File: config.mk
export PLATFORM = sky130hd
export DESIGN_NAME = sysu_bcd_scan_display
export DESIGN_NICKNAME = d
export VERILOG_FILES = /design/src/rtl/sysu_bcd_scan_display.sv
export SDC_FILE = /design/constraint.sdc
export NUM_CORES = 1
export LEC_CHECK = 0
export ABC_AREA = 1
export CAP_MARGIN = 15
export CORE_ASPECT_RATIO = 1.75
export CORE_MARGIN = 4
export CORE_UTILIZATION = 35
export CTS_BUF_LIST = sky130_fd_sc_hd__clkbuf_8 sky130_fd_sc_hd__clkbuf_16
export DETAILED_ROUTE_END_ITERATION = 8
export PLACE_DENSITY_LB_ADDON = 0.25
export SKIP_LAST_GASP = 1
export SLEW_MARGIN = 10
export SYNTH_ARGS = -nofsm -noshare
export SYNTH_HDL_FRONTEND = slang
export SYNTH_SLANG_ARGS = --single-unit
File: constraint.sdc
create_clock -name CP -period 1.9 [get_ports CP]
set_clock_uncertainty 0.1 [all_clocks]
set_input_delay 0.38 -clock CP [delete_from_list [all_inputs] [get_ports CP]]
set_output_delay 0.38 -clock CP [all_outputs]
set_load 0.02 [all_outputs]
File: src/rtl/sysu_bcd_scan_display.sv
// Four-digit multiplexed seven-segment driver for a BCD counter chain.
// Snapshots D on LATCH, blanks leading zeros, and scans active-low anodes/segments.
module sysu_bcd_scan_display #(
   parameter int SCAN_DIV = 4
) (
   input  logic        CP,
   input  logic        CLR,
   input  logic [15:0] D,
   input  logic        LATCH,
   input  logic        BLANK_EN,
   input  logic [3:0]  DP_SEL,
   output logic [6:0]  SEG_n,
   output logic        DP_n,
   output logic [3:0]  AN_n,
   output logic        ERR
);

   localparam int CW = (SCAN_DIV > 1) ? $clog2(SCAN_DIV) : 1;
   localparam logic [CW-1:0] CNT_MAX = CW'(SCAN_DIV - 1);

   logic [15:0]   snap;
   logic [CW-1:0] cnt;
   logic [1:0]    idx;

   logic [3:0] nib;
   logic [6:0] seg_dec;
   logic [3:0] blank;
   logic       digit_blank;
   logic       d_nonbcd;

   always_comb begin
      nib = snap[{idx, 2'b00} +: 4];
      case (nib)
         4'd0:    seg_dec = 7'h40;
         4'd1:    seg_dec = 7'h79;
         4'd2:    seg_dec = 7'h24;
         4'd3:    seg_dec = 7'h30;
         4'd4:    seg_dec = 7'h19;
         4'd5:    seg_dec = 7'h12;
         4'd6:    seg_dec = 7'h02;
         4'd7:    seg_dec = 7'h78;
         4'd8:    seg_dec = 7'h00;
         4'd9:    seg_dec = 7'h10;
         default: seg_dec = 7'h3F;
      endcase
   end

   // A digit is blank only if it and every more significant nibble are zero.
   always_comb begin
      blank       = 4'b0000;
      blank[3]    = BLANK_EN && (snap[15:12] == 4'd0);
      blank[2]    = blank[3] && (snap[11:8] == 4'd0);
      blank[1]    = blank[2] && (snap[7:4] == 4'd0);
      digit_blank = blank[idx];
      d_nonbcd    = (D[3:0] > 4'd9) || (D[7:4] > 4'd9) ||
                    (D[11:8] > 4'd9) || (D[15:12] > 4'd9);
   end

   always_ff @(posedge CP) begin
      if (CLR) begin
         snap  <= 16'h0000;
         cnt   <= '0;
         idx   <= 2'd0;
         ERR   <= 1'b0;
         SEG_n <= 7'h7F;
         DP_n  <= 1'b1;
         AN_n  <= 4'b1111;
      end else begin
         if (LATCH) begin
            snap <= D;
            ERR  <= d_nonbcd;
         end
         if (cnt == CNT_MAX) begin
            cnt <= '0;
            idx <= idx + 2'd1;
         end else begin
            cnt <= cnt + 1'b1;
         end
         if (digit_blank) begin
            AN_n  <= 4'b1111;
            SEG_n <= 7'h7F;
            DP_n  <= 1'b1;
         end else begin
            AN_n  <= ~(4'b0001 << idx);
            SEG_n <= seg_dec;
            DP_n  <= ~DP_SEL[idx];
         end
      end
   end

endmodule
==> flow_summary.yaml, run 1 <==
critical_path:
  crit_slowest_cell: "clkdlybuf4s50_1"
  arrival_ps: 1210
  path_class: "register to output pin"
  critPathMaxStageDelay_ps: 600
  crit_cells: 1
  endpoint: "ERR"
  crit_fanout: 2
  crit_start: "ERR"
  cpLargestDelayFamily: "buffers and inverters"
  worstPathRequired_ps: 1420
  worst-path-buf-inv: 1
  critical_path.endpoint_type: "output pin"
  r2r_cells: 7
  reg2reg_from: "idx[1]"
  cp-start-kind: "register"
  regToRegEndpoint: "SEG_n[3]"
  r2r_slack_ps: 220
  crit_chain: "clkdlybuf4s50_1"
global_routing:
  grt_max_degree: 19
  grt_usage_pct: 13.7
  grt_overflow: 0
  antenna_found_initial: 0
  grt_pass1_vias: 1351
  grt_pass1_wl_mm: 5.77
floorplan:
  initial_utilization_pct: 36.5
  num_rows: 31
  die_h_um: 95.5
  die_w_um: 58.0
  die-area_um2: 5540
  coreArea_um2: 4190
  ioPinCount: 37
yosys:
  yosys-top-cells-area: "dfxtp_1, nand2_1, nor2_1, ha_1, o21ai_0"
  ys_seq_elements: 33
  synth_nets: 235
  synth_area_um2: 1530
  synthCells: 201
  avgSynthCellArea_um2: 7.61
  ys_seq_area_share_pct: 43.2
  netlist.area_leader.share_pct: 43.2
  ys_warn_count: 0
  ys_types: 21
  yosysTopAreaCell: "dfxtp_1"
timing:
  final.min_clock_period_ps: 1690
  slew-limit-headroom_pct: 51.7
  finalSetupTns_ps: 0
  worstMarginPinSlew_ps: 722
  final_hold_viol_count: 0
  rsz0062_at_grt: "no"
  fmax_mhz: 592
  finalSetupViolCount: 0
  maxSlewViolCount: 0
  fin_crit_sh_pct: 88.9
route:
  drt_iter0_markers: 14
  antenna_left: 0
  dr.pass1.iters: 4
  drt_wl_total_mm: 3.30
  num_vias: 1366
  routedWlPerCell_um: 11.3
  viasPerCell: 4.69
  drc: 0
clock_tree:
  post_cts_buffers: 0
  clk_latency_ps: 280
  cts_buffers: 5
  clockRootBuffer: "clkbuf_8"
  clk_pin_slew_worst_paths_ps: 60
  tritoncts: "built"
  clock-sinks: 33
  htreeDepth: 2
  cts_buffer_depth: 2
placement:
  gp_routability_congestion: 0.790
  dpl.hpwl_mm: 2.56
  io_buffers: 36
run_status:
  outcome: "finished, final reports clean"
final_layout:
  area_growth_syn_to_layout_pct: 32.2
  diodes: 0
  layout_commonest_cell: "nand2_1"
  drive_above_1_share_pct: 10.3
  n_fill_cell: 431
  layout_common_cells: "nand2_1, nor2_1, clkdlybuf4s50_1"
  nNetsFinal: 276
min_path:
  hp-class: "register to register"
run:
  drv_cap: 0
power_and_ir_drop:
  power_mw: 1.71
  powerDensity_nw_per_um2: 846
  leakage_nw: 0.879
  worst_ir_drop_vdd_mv: 0.520
==> report_power, final <==
part	leakage, nW	switching, mW	internal, mW
Combinational	0.555	0.215	0.190
Sequential	0.275	0.0344	0.759
Clock	0.0485	0.232	0.281
Total	0.879	0.482	1.23
==> worst min path at each step <==
| stage | depth (start not counted) | startpoint | end |
|---|---|---|---|
| after global routing | 1 | cnt[0] | cnt[0] |
| after CTS | 1 | cnt[0] | cnt[0] |
| after detailed placement | 1 | cnt[0] | cnt[0] |
| after floorplan | 1 | cnt[0] | cnt[0] |
| final | 1 | cnt[0] | cnt[0] |
| after global placement | 1 | cnt[0] | cnt[0] |
==> flip-flops by register name, summed over array words and instances (netlist names) <==
name / cells
idx: 2
SEG_n: 7
AN_n: 4
cnt: 2
ERR: 1
DP_n: 1
snap: 16
==> kinds of logic (layout without fill, tap and decap cells) <==
logic type / count (synthesis) / in the layout / synth area share (%)
AO/OA/AOI/OAI: 31 / 31 / 10.2
AND/OR/NAND/NOR: 109 / 109 / 32.0
adder cells (fa/ha/maj): 10 / 10 / 8.18
buffers and inverters: 18 / 59 / 6.46
flip-flops: 33 / 33 / 43.2
==> cell type report <==
cell class              instances  area, um^2  share of cell area, %
multi-input cells             150         771                   38.1
flip-flops and latches         33         666                   32.9
repair buffers                 41         398                   19.7
clock buffers                   6        82.6                   4.08
well taps                      49        61.3                   3.03
inverters                      11        41.3                   2.04
clock inverters                 1        3.75                  0.186
==> what timing repair did <==
| item | in CTS | in global routing |
|---|---|---|
| endpoints found under the setup margin | 1 | 6 |
| gates resized for setup | 1 | 2 |
| hold buffers | 0 | 0 |
==> stage by stage <==
stage / setup WS [ps] / hold slack (ps) / area (um^2) / util [%] / std cells
6_report: 210 / 328 / 2020 / 48.3 / 291
5_1_grt: 23.1 / 358 / 2020 / 48.3 / 291
4_1_cts: 1.82 / 334 / 2020 / 48.2 / 291
3_5_place_dp: -81.8 / 325 / 1930 / 46.1 / 284
3_3_place_gp: -36.8 / 321 / 1930 / 46.1 / 284
2_1_floorplan: 288 / 300 / 1530 / - / 201
==> Yosys cell counts, drive strengths merged <==
cell type / n
nor2: 36
o22ai: 1
nor3: 1
dfxtp: 33
clkbuf: 2
nand3b: 2
nand2: 46
buf: 5
clkinv: 1
or2: 1
ha: 10
nand3: 22
a21oi: 7
nor3b: 1
o21ai: 23
inv: 10
==> routing by layer <==
layer	GRT usage [%]	share of wire [%]
met5	0	0
met4	6.38	1.9
met3	3.79	5.4
met2	26.0	54
met1	13.0	39
No activity file was read; power rests on OpenSTA's default activity.
==> run 2, diff against run 1 <==
GPL_ROUTABILITY_DRIVEN = 0   (was unset)
==> results of run 2 <==
Same layout as run 1: the final DEF is identical, and so are final timing and power.
